===== src/rtl/adc_monitor.sv =====
// ADC sample post-processing: power-of-two block averaging, scaling to display
// units with saturation, min/max tracking, display hold and a registered display mux.
module adc_monitor #(
    parameter int DATA_W       = 16,
    parameter int AVG_LOG2_MAX = 4,
    parameter int SCALE_MUL    = 278,
    parameter int SCALE_SHIFT  = 10,
    parameter int OUT_W        = 16
) (
    input  logic              clk,
    input  logic              rst_n,
    input  logic [DATA_W-1:0] sample_in,
    input  logic              sample_valid,
    input  logic [2:0]        avg_log2,
    input  logic              hold,
    input  logic              clr_peak,
    input  logic [1:0]        disp_sel,
    output logic [OUT_W-1:0]  avg_out,
    output logic [OUT_W-1:0]  min_out,
    output logic [OUT_W-1:0]  max_out,
    output logic [OUT_W-1:0]  disp_out,
    output logic              out_valid,
    output logic              ovr
);

    localparam int ACC_W  = DATA_W + AVG_LOG2_MAX;
    localparam int CNT_W  = AVG_LOG2_MAX + 1;
    localparam int PROD_W = DATA_W + 32;

    logic [ACC_W-1:0]  r_acc;
    logic [CNT_W-1:0]  r_cnt;
    logic [2:0]        r_blk_l;
    logic [DATA_W-1:0] r_avg;
    logic              r_avg_vld;
    logic [DATA_W-1:0] r_raw;

    logic [2:0]        w_l_req;
    logic [2:0]        w_blk_l;
    logic              w_last;
    logic [ACC_W-1:0]  w_acc_sum;
    logic [DATA_W-1:0] w_avg_next;
    logic [PROD_W-1:0] w_prod;
    logic [PROD_W-1:0] w_scaled_full;
    logic              w_sat;
    logic [OUT_W-1:0]  w_scaled;
    logic              w_update;
    logic [OUT_W-1:0]  w_raw_ext;
    logic [OUT_W-1:0]  w_disp_next;

    // The block length is taken from avg_log2 only on the first sample of a block.
    assign w_l_req    = ({29'd0, avg_log2} > AVG_LOG2_MAX) ? 3'(AVG_LOG2_MAX) : avg_log2;
    assign w_blk_l    = (r_cnt == '0) ? w_l_req : r_blk_l;
    assign w_last     = sample_valid && (r_cnt == ((CNT_W'(1) << w_blk_l) - CNT_W'(1)));
    assign w_acc_sum  = r_acc + ACC_W'(sample_in);
    assign w_avg_next = DATA_W'(w_acc_sum >> w_blk_l);

    // NOTE: sequential state uses non-blocking assignments so every register
    // samples pre-edge values regardless of statement order.
    always_ff @(posedge clk or negedge rst_n) begin
        if (!rst_n) begin
            r_acc     <= '0;
            r_cnt     <= '0;
            r_blk_l   <= '0;
            r_avg     <= '0;
            r_avg_vld <= 1'b0;
            r_raw     <= '0;
        end else begin
            r_avg_vld <= w_last;
            if (w_last) begin
                r_avg <= w_avg_next;
            end
            if (sample_valid) begin
                if (r_cnt == '0) begin
                    r_blk_l <= w_l_req;
                end
                if (w_last) begin
                    r_acc <= '0;
                    r_cnt <= '0;
                end else begin
                    r_acc <= w_acc_sum;
                    r_cnt <= r_cnt + CNT_W'(1);
                end
                if (!hold) begin
                    r_raw <= sample_in;
                end
            end
        end
    end

    assign w_prod        = PROD_W'(r_avg) * PROD_W'(SCALE_MUL);
    assign w_scaled_full = w_prod >> SCALE_SHIFT;
    assign w_sat         = |w_scaled_full[PROD_W-1:OUT_W];
    assign w_scaled      = w_sat ? '1 : w_scaled_full[OUT_W-1:0];
    assign w_update      = r_avg_vld && !hold;

    // A clear coincident with a new average lets that average seed both peaks.
    always_ff @(posedge clk or negedge rst_n) begin
        if (!rst_n) begin
            avg_out   <= '0;
            min_out   <= '1;
            max_out   <= '0;
            out_valid <= 1'b0;
            ovr       <= 1'b0;
        end else begin
            out_valid <= w_update;
            ovr       <= (clr_peak ? 1'b0 : ovr) | (r_avg_vld & w_sat);
            if (w_update) begin
                avg_out <= w_scaled;
            end
            if (clr_peak && w_update) begin
                min_out <= w_scaled;
                max_out <= w_scaled;
            end else if (clr_peak) begin
                min_out <= '1;
                max_out <= '0;
            end else if (w_update) begin
                if (w_scaled < min_out) min_out <= w_scaled;
                if (w_scaled > max_out) max_out <= w_scaled;
            end
        end
    end

    assign w_raw_ext = OUT_W'(r_raw);

    // NOTE: the default assignment first keeps this combinational block latch-free.
    always_comb begin
        w_disp_next = avg_out;
        case (disp_sel)
            2'd1:    w_disp_next = min_out;
            2'd2:    w_disp_next = max_out;
            2'd3:    w_disp_next = w_raw_ext;
            default: w_disp_next = avg_out;
        endcase
    end

    always_ff @(posedge clk or negedge rst_n) begin
        if (!rst_n) begin
            disp_out <= '0;
        end else begin
            disp_out <= w_disp_next;
        end
    end

endmodule


===== config.mk =====
export PLATFORM = sky130hd
export DESIGN_NAME = adc_monitor
export DESIGN_NICKNAME = d
export VERILOG_FILES = /design/src/rtl/adc_monitor.sv
export SDC_FILE = /design/constraint.sdc
export NUM_CORES = 1
export LEC_CHECK = 0
export CAP_MARGIN = 10
export CORE_MARGIN = 2
export CORE_UTILIZATION = 45
export DETAILED_ROUTE_END_ITERATION = 6
export PLACE_DENSITY = 0.79
export SYNTH_ARGS = -nofsm -noshare
export SYNTH_HDL_FRONTEND = slang
export SYNTH_SLANG_ARGS = --single-unit

===== constraint.sdc =====
create_clock -name clk -period 5.15 [get_ports clk]
set_input_delay 1.03 -clock clk [delete_from_list [all_inputs] [get_ports clk]]
set_output_delay 1.03 -clock clk [all_outputs]
set_load 0.03 [all_outputs]

==> key figures, run 1 <==
Global route
  – Vias in the first global route: 8,143
  – First-pass GRT wire length: between 40,000 and 50,000 um
  – Largest net degree at the start of global routing: 65
  – GRT Resource Usage Total: 0.246
  – Gr ovfl total: 0
  – Initial antenna violation count: 1

Timing
  – RSZ-0062 raised after global routing: true
  – Setup WS post-layout: -224 ps
  – Minimum clock period: 5370 ps
  – Peak Freq: 0.186 GHz
  – Clk_skew: ~15 ps
  – Final setup vio count: 31
  – Max-slew headroom: 0.328
  – Worst slew pin tran: 1010 ps
  – Slew Limit Fails: 0
  – Final Hold Viols: 0
  – Period utilization: 1.04

Yosys
  – EDFF count, synth: 0
  – Synth Flop Type: dfrtp_1
  – Post-synthesis cell count: approximately 950
  – Cell variety after synth: 72
  – Ys Warns: 0
  – Flops & latches, synth: between 100 and 150
  – Sequential area share after synthesis: 0.339
  – Synth Cell Area: 9200 um^2
  – Async set-reset flop share out of synthesis: 1.00
  – Avg Inst Size Synth: 9.73 um^2

Layout
  – Antenna diodes: 0
  – Finished Layout Cells: between 1,000 and 1,500
  – Layout cells sized above 1: 0.230
  – Nets: 1,268
  – Area Overhead vs Synth: 31.7%
  – Most frequent cells in the layout: 112 x nand2_1, 103 x dfrtp_1, 93 x buf_4
  – Most common cell after layout, fill and taps aside: nand2_1

Worst hold path
  – Hold path startpoint: r_acc[12]$_DFFE_PN0P_
  – Worst Hold Class: reg2reg

Job
  – Total of max-cap violations: 0

CTS
  – CTS tree: yes
  – Clock-pin slew on the worst setup and hold paths: 60 ps
  – Hold Buf Count CTS: 0
  – Deepest clock path buffer count: 2
  – Skew-Pair Late Insertion Delay: 440 ps
  – Clk Tree Root Cell: clkbuf_16
  – CTS buffer count: 17
  – Clock Sinks: 124
  – H-tree levels: 4

Critical path
  – Critical path class: reg2reg
  – Largest delay share family, worst path: adder cells
  – Worst setup startpoint: r_avg[8]$_DFFE_PN0P_
  – Worst setup SP type: flip-flop
  – CP peak stage delay: 550 ps
  – CP dominant cell by count: buf_4
  – CP arrival: 5680 ps
  – FF-to-FF setup slack: -220 ps
  – CP Data Required Time: 5460 ps
  – Crit path buf inv count: 5
  – Worst Path Max Fanout: 8
  – RR Startpoint: r_avg[8]$_DFFE_PN0P_
  – CP Capture Type: flip-flop
  – Slowest-stage cell, CP: fa_1
  – CP cell instances: ha_4, fa_1, inv_1, fa_1, inv_2, ha_4, a21o_1, a221oi_4, o21ai_2, o2bb2ai_4, buf_4, o211a_1, o21ai_2, a21oi_2, ha_1, nand3_1, nor2_1, nand3_1, nor4_2, buf_4, nor3b_2, buf_4, a22o_1

Die
  – Ports: 92
  – Initial Util: 0.456
  – Die area: 21,600 um^2
  – Die Ht: 147 um
  – Row cnt: 52
  – Die X: 147 um
  – Core area: 20,200 um^2

Routing
  – Drt first pass iters: 7
  – Vias per cell: ~6
  – WL/cell: between 15 and 20 um
  – Antenna Violating Nets Remaining: 0
  – DRT iter0 DRCs: about 770
  – WL final: 27,500 um
  – DRC violation count after routing: 0
  – Vias: between 8,000 and 9,000

Placement
  – GP Congestion: slightly above 0.9
  – IO Port Bufs: 88
  – Detailed Place HPWL: 18,200 um
  – Cells after DPL: ~1,300

Outcome
  – Status: complete, but fails checks
  – Violated checks: setup timing
state kept, by name (all words and copies together) (netlist names), 3 cells and up:
signal    count
r_blk_l       3
avg_out      15
disp_out     16
r_avg        16
max_out      15
r_raw        16
r_cnt         5
r_acc        20
min_out      16
worst reg2reg max path: stages, from the launching register on:
cell       delay (ps)
dfrtp_2           460
ha_4              260
fa_1              550
inv_1              60
fa_1              500
inv_2              50
ha_4              240
a21o_1            210
a221oi_4          310
o21ai_2           150
o2bb2ai_4         180
buf_4             150
o211a_1           230
o21ai_2           200
a21oi_2            90
ha_1              310
nand3_1           120
nor2_1            170
nand3_1           140
nor4_2            270
buf_4             150
nor3b_2            40
buf_4             180
a22o_1            230
per-layer routing:
| metal | wire (um) | vias to the layer above | GRT usage |
|---|---|---|---|
| met4 | 869 | 2 | 0.0731 |
| met2 | 13800 | 402 | 0.435 |
| li1 | - | 3722 | - |
| met3 | 1790 | 89 | 0.0509 |
| met1 | 11100 | 3986 | 0.305 |
| met5 | 14 | - | 0 |
cell families after synthesis:
group / after synthesis / share of synthesized area
multiplexers: 53 / 0.0816
adder cells (fa/ha/maj): 128 / 0.193
buffers and inverters: 128 / 0.0578
other: 1 / 0.000408
flip-flops: 124 / 0.339
XOR/XNOR: 32 / 0.0305
AO/OA/AOI/OAI: 221 / 0.170
AND/OR/NAND/NOR: 258 / 0.127
path summary, 6_finish.rpt:
check | end | cells after the start
max reg2reg | max_out[12]$_DFFE_PN0P_ | 23
min reg2reg | r_acc[12]$_DFFE_PN0P_ | 1
max | max_out[12]$_DFFE_PN0P_ | 23
min in group asynchronous | disp_out[7]$_DFF_PN0_ | 1
min | r_acc[12]$_DFFE_PN0P_ | 1
max in group asynchronous | r_avg[13]$_DFFE_PN0P_ | 2
through the flow:
| step | TNS (ps) | worst slack (ps) | cell area (um^2) | util | hold WS [ps] |
|---|---|---|---|---|---|
| 3_3_place_gp | -595 | -40.9 | 10900 | 0.541 | 473 |
| 5_1_grt | -9380 | -367 | 12100 | 0.601 | 513 |
| 6_report | -5280 | -224 | 12100 | 0.601 | 494 |
| 4_1_cts | 0 | 0.334 | 11900 | 0.592 | 495 |
| 3_5_place_dp | -2730 | -154 | 10900 | 0.541 | 479 |
| 2_1_floorplan | 0 | 11.6 | 9260 | - | 459 |
synthesized netlist by cell type (10+ instances only):
library cell  number  share of area
nand4_1           10         0.0068
o21ai_0           38          0.021
nand2_1          113          0.046
mux4_2            15          0.037
xnor2_1           17          0.016
a22o_1            22          0.021
o211ai_1          21          0.017
clkbuf_1          30          0.012
o2bb2ai_1         14          0.013
inv_1             87          0.036
a21oi_1           42          0.023
dfstp_2           16          0.046
a21o_1            17          0.014
nand3_1           21          0.011
nor2_1            65          0.027
mux2i_1           14          0.015
xor2_1            15          0.014
a211oi_1          12         0.0098
fa_1              23          0.050
dfrtp_1          108           0.29
mux2_2            22          0.027
nor3_1            14         0.0076
ha_1             105           0.14
layout make-up:
cell class | count | area, um^2
fillers | 1571 | 8050
multi-input cells | 695 | 6030
flip-flops and latches | 124 | 3130
repair buffers | 189 | 1720
clock buffers | 20 | 457
well taps | 270 | 338
inverters | 87 | 327
clock inverters | 10 | 118
what timing repair did:
item                       in CTS  in global routing
gates cloned                    1                  0
buffers inserted               12                  8
setup endpoints to repair      31                 31
pin swaps                      36                 36
gates resized for setup        54                 17
Power of run 1 is not shown: default switching activity piles up to over one toggle a cycle in this logic, so the estimate is an artifact.
==> run 2: changes to the inputs <==
Settings changed: GPL_ROUTABILITY_DRIVEN from default to 0.
==> run 2 against run 1 <==
  * The flow still finishes with violations (setup timing)
  * Die area unchanged
  * Cell count increased by 0.22%
  * Global-route usage decreased by 0.93 points
==> key figures, run 2 (synthesized netlist as in run 1, its figures left out) <==
Critical path
  – CP Capture Type: flip-flop
  – FF-to-FF setup slack: -200 ps
  – CP arrival: 5690 ps
  – Worst setup startpoint: r_avg[8]$_DFFE_PN0P_
  – Worst Path Max Fanout: 5
  – Critical path class: reg2reg
  – RR Startpoint: r_avg[8]$_DFFE_PN0P_
  – Worst setup SP type: flip-flop
  – CP Data Required Time: 5490 ps

CTS
  – Deepest clock path buffer count: 2
  – Clk Tree Root Cell: clkbuf_16
  – CTS tree: yes
  – H-tree levels: 4
  – CTS buffer count: 17
  – Clock Sinks: around 120
  – Skew-Pair Late Insertion Delay: 450 ps
  – Clock-pin slew on the worst setup and hold paths: 60 ps

Timing
  – Slew Limit Fails: 0
  – Period utilization: 1.04
  – Setup WS post-layout: -202 ps
  – Hold_ws: 495 ps
  – Minimum clock period: 5350 ps
  – RSZ-0062 raised after global routing: true
  – Worst slew pin tran: 1010 ps
  – Max-slew headroom: 0.328
  – Peak Freq: 0.187 GHz
  – Final Hold Viols: 0
  – Clk_skew: 10.2 ps
  – Setup_tns: -1240 ps
  – Final setup vio count: 23

Layout
  – Most frequent cells in the layout: 106 x nand2_1, 101 x dfrtp_1, 90 x buf_4
  – Max FFs per register: 20
  – Most common cell after layout, fill and taps aside: nand2_1
  – Fillcell total: 1,526
  – Biggest register: r_acc
  – Nets: 1,268
  – Area Overhead vs Synth: 32.0%
  – Layout cells sized above 1: 0.240
  – Footprint of the multi-input gates: ~6100 um^2
  – Sequential Area: about 3100 um^2

Routing
  – Vias per cell: just under 6
  – DRC violation count after routing: 0
  – Drt first pass iters: 7
  – DR WL met2: ~13,000 um
  – DR top layer: met4
  – DRT iter0 DRCs: 665
  – Antenna Violating Nets Remaining: 0
  – Vias: 8,162
  – WL/cell: 19.1 um
  – DR WL met3: 2090 um
  – DRT met1 WL: between 10,000 and 15,000 um
  – WL final: approximately 27,000 um

Global route
  – GRT Resource Usage Total: 0.237
  – Gr ovfl total: 0
  – Vias in the first global route: about 8,100
  – Largest net degree at the start of global routing: 67
  – First-pass GRT wire length: 40,700 um
  – Initial antenna violation count: 0

Die
  – Initial Util: 0.456
  – Die Ht: 147 um
  – Row cnt: 52
  – Die X: 147 um
  – Core area: 20,200 um^2
  – Ports: 92
  – Die area: 21,600 um^2

Placement
  – IO Port Bufs: 88
  – Detailed Place HPWL: 18,500 um

Worst hold path
  – Worst Hold Class: reg2reg
  – Hold path startpoint: r_acc[13]$_DFFE_PN0P_

Job
  – Total of max-cap violations: 0

Outcome
  – Status: complete, but fails checks
  – Violated checks: setup timing
run 2: cell types whose count changed in the layout (fill, tap and decap cells not counted), moves of 3 or more:
cell | before | now
nand2_1 | 112 | 106
nand2_2 | 1 | 5
buf_4 | 93 | 90
buf_6 | 5 | 8
clkinv_4 | 1 | 4
run 2: critical path, cell delays in order, from the launching register on:
cell	delay [ps]
dfrtp_2	470
buf_4	150
ha_1	290
fa_1	490
fa_1	570
ha_1	240
nor2_1	80
a21oi_2	190
o31ai_4	120
buf_6	140
o41a_1	360
nor2_1	230
buf_4	200
ha_1	200
a21oi_4	70
nor2b_4	110
o21ai_2	70
a21oi_1	150
o211ai_1	130
a21oi_1	210
a21oi_2	80
buf_4	160
clkbuf_16	140
buf_4	130
o21ai_0	240
run 2: timing repair:
item                       in CTS  in global routing
cloned                          0                  2
buffers inserted                7                 11
resized for setup              32                 55
pin swaps                      32                 40
setup endpoints to repair      31                 31
hold buffers                    0                  0
run 2: per-layer routing:
layer | up-vias | global-route usage
li1 | 3710 | -
met1 | 3984 | 0.293
met2 | 367 | 0.396
met3 | 101 | 0.0565
met4 | 0 | 0.105
met5 | - | 0
run 2: stage by stage:
stage	util	cell area [um^2]	cells	worst slack, ps
after global routing	0.602	12100	1397	-328
after floorplan	-	9260	947	11.6
after detailed placement	0.541	10900	1345	-188
after global placement	0.541	10900	1345	-77.8
final	0.602	12100	1398	-202
after CTS	0.581	11700	1384	7.91
run 2: final cells by class:
cell class / count / area share
antenna: 1 / 0.000206
clock buffer: 19 / 0.0356
clock inverter: 13 / 0.0118
inverter: 87 / 0.0269
timing repair buffer: 189 / 0.141
tap: 270 / 0.0278
sequential: 124 / 0.258
multi-input combinational: 695 / 0.499
run 2: final timing paths:
path,endpoint,cells after the start
max in group asynchronous,r_avg[13]$_DFFE_PN0P_,2
min reg2reg,r_acc[13]$_DFFE_PN0P_,1
max,min_out[15]$_DFFE_PN1P_,24
min,r_acc[13]$_DFFE_PN0P_,1
min in group asynchronous,disp_out[10]$_DFF_PN0_,1
max reg2reg,min_out[15]$_DFFE_PN1P_,24
Power of run 2 is left out for the same reason.
==> run 3: changes to the inputs <==
Settings changed: CTS_BUF_LIST from default to sky130_fd_sc_hd__clkbuf_2.
==> run 3 against run 2 <==
  * Worst hold slack lost 130 ps
  * The flow still finishes with violations (setup timing)
  * Clock skew grew 36 ps
  * Critical path depth shrank 2
  * Die area is the same
  * Cell count grew 0.57%
  * Via count shrank 0.83%
  * First-iteration DRC count grew 0.75%
  * Sequential share of layout area grew 0.61 points
  * Wire length shrank 3.3%
==> key figures, run 3 (synthesized netlist as in run 1, its figures left out) <==
CTS
  – Skew-Pair Late Insertion Delay: 740 ps
  – Clk Tree Root Cell: clkbuf_2
  – H-tree levels: 4
  – Clock-pin slew on the worst setup and hold paths: 230 ps
  – CTS buffer count: 17
  – Deepest clock path buffer count: 2
  – CTS tree: yes
  – Hold Buf Count CTS: 0
  – Clock Sinks: between 100 and 150

Routing
  – Antenna Violating Nets Remaining: 0
  – WL/cell: 18.4 um
  – WL final: 25,900 um
  – Vias per cell: 5.76
  – DRC violation count after routing: 0
  – Drt first pass iters: 6
  – Vias: 8,094
  – DRT iter0 DRCs: 670

Timing
  – Minimum clock period: about 5200 ps
  – Final setup vio count: 17
  – Peak Freq: 0.191 GHz
  – Max-slew headroom: 0.319
  – Period utilization: 1.02
  – Clk_skew: between 40 and 50 ps
  – RSZ-0062 raised after global routing: true
  – Worst slew pin tran: ~1000 ps
  – Setup WS post-layout: -92.4 ps
  – Slew Limit Fails: 0
  – Final Hold Viols: 0

Placement
  – Detailed Place HPWL: 18,500 um
  – IO Port Bufs: 88
  – Cells after DPL: 1,345
  – DP Area: between 10,000 and 15,000 um^2

Critical path
  – CP Data Required Time: 5780 ps
  – CP Capture Type: flip-flop
  – CP cell instances: ha_4, fa_1, inv_2, fa_1, inv_2, ha_4, a21o_1, a221oi_4, o21ai_2, o2bb2ai_4, o211a_1, o21ai_2, a21oi_2, ha_1, nand3_1, nor2_1, nand3_1, nor4_1, buf_4, nor3b_4, buf_6, a22o_1
  – Critical path class: reg2reg
  – Slowest-stage cell, CP: fa_1
  – Largest delay share family, worst path: adder cells
  – RR Startpoint: r_avg[8]$_DFFE_PN0P_
  – Worst Path Max Fanout: 6
  – Reg2Reg Depth: 22
  – FF-to-FF End: max_out[9]$_DFFE_PN0P_
  – CP peak stage delay: 550 ps
  – FF-to-FF setup slack: -90 ps
  – Critical Path Stages: 22
  – CP arrival: 5870 ps
  – Setup crit end: max_out[9]$_DFFE_PN0P_
  – Worst setup SP type: flip-flop
  – Crit path buf inv count: 4
  – Worst setup startpoint: r_avg[8]$_DFFE_PN0P_

Layout
  – Most common cell after layout, fill and taps aside: nand2_1
  – Fin area: 11,900 um^2
  – Layout cells sized above 1: 0.245
  – Most frequent cells in the layout: 112 x nand2_1, 100 x dfrtp_1, 100 x buf_4
  – Area Overhead vs Synth: 29.0%
  – Finished Layout Cells: 1,406
  – Nets: about 1,300
  – Max FFs per register: 20
  – Biggest register: r_acc

Die
  – Core area: 20,200 um^2
  – Die X: 147 um
  – Initial Util: 0.456
  – Die area: 21,600 um^2
  – Ports: slightly above 90
  – Die Ht: 147 um
  – Row cnt: 52

Global route
  – First-pass GRT wire length: 40,300 um
  – Initial antenna violation count: 1
  – Vias in the first global route: 8,039
  – Gr ovfl total: 0
  – GRT Resource Usage Total: 0.233
  – Largest net degree at the start of global routing: 67

Outcome
  – Violated checks: setup timing
  – Status: complete, but fails checks

Worst hold path
  – Worst Hold Class: in2async

Job
  – Total of max-cap violations: 0
## run 3: how the worst min path moves through the flow
| stage | endpoint | slack [ps] | cells after the start |
|---|---|---|---|
| after floorplan | r_acc[0]$_DFFE_PN0P_ | 460 | 1 |
| after global placement | r_acc[3]$_DFFE_PN0P_ | 470 | 1 |
| after detailed placement | r_acc[14]$_DFFE_PN0P_ | 480 | 1 |
| after CTS | avg_out[9]$_DFFE_PN0P_ | 330 | 1 |
| after global routing | avg_out[10]$_DFFE_PN0P_ | 360 | 1 |
| final | avg_out[9]$_DFFE_PN0P_ | 360 | 1 |
## run 3: cell type report
class | instances | area (um^2)
fill | 1588 | 8300
multi-input combinational | 695 | 6060
sequential | 124 | 3130
timing repair buffer | 197 | 1770
tap | 270 | 338
inverter | 87 | 327
clock inverter | 13 | 144
clock buffer | 19 | 95.1
antenna | 1 | 2.50
## run 3: timing repair
action | in CTS | in global routing
gates cloned | 2 | 0
buffers inserted | 15 | 11
setup endpoints to repair | 31 | 31
gates resized for setup | 50 | 38
pin swaps | 39 | 61
## run 3: per-layer routing
| layer | global-route usage | part of all wire | wire [um] | vias up |
|---|---|---|---|---|
| li1 | - | - | - | 3724 |
| met1 | 0.292 | 0.41 | 10500 | 3923 |
| met2 | 0.389 | 0.49 | 12600 | 368 |
| met3 | 0.0565 | 0.071 | 1850 | 79 |
| met4 | 0.0981 | 0.034 | 873 | 0 |
| met5 | 0 | 0 | 0 | - |
## run 3: metrics by stage
step	setup slack, ps	hold WS [ps]	utilization	setup TNS, ps
finish	-92.4	361	0.588	-1090
global route	-351	362	0.588	-6620
CTS	0.578	330	0.573	0
detailed placement	-188	481	0.541	-3990
global placement	-77.8	473	0.541	-1020
floorplan	11.6	459	-	0
## run 3: worst reg2reg max path, delay by kind of cell (launching register included)
family                     cells  cell delay (ps)
and+or+nand+nor                5              820
buffers and inverters          4              460
AOI/OAI and AO/OA              8             1500
adders and majority gates      5             1880
DFF                            1              510
Power of run 3 is left out for the same reason.
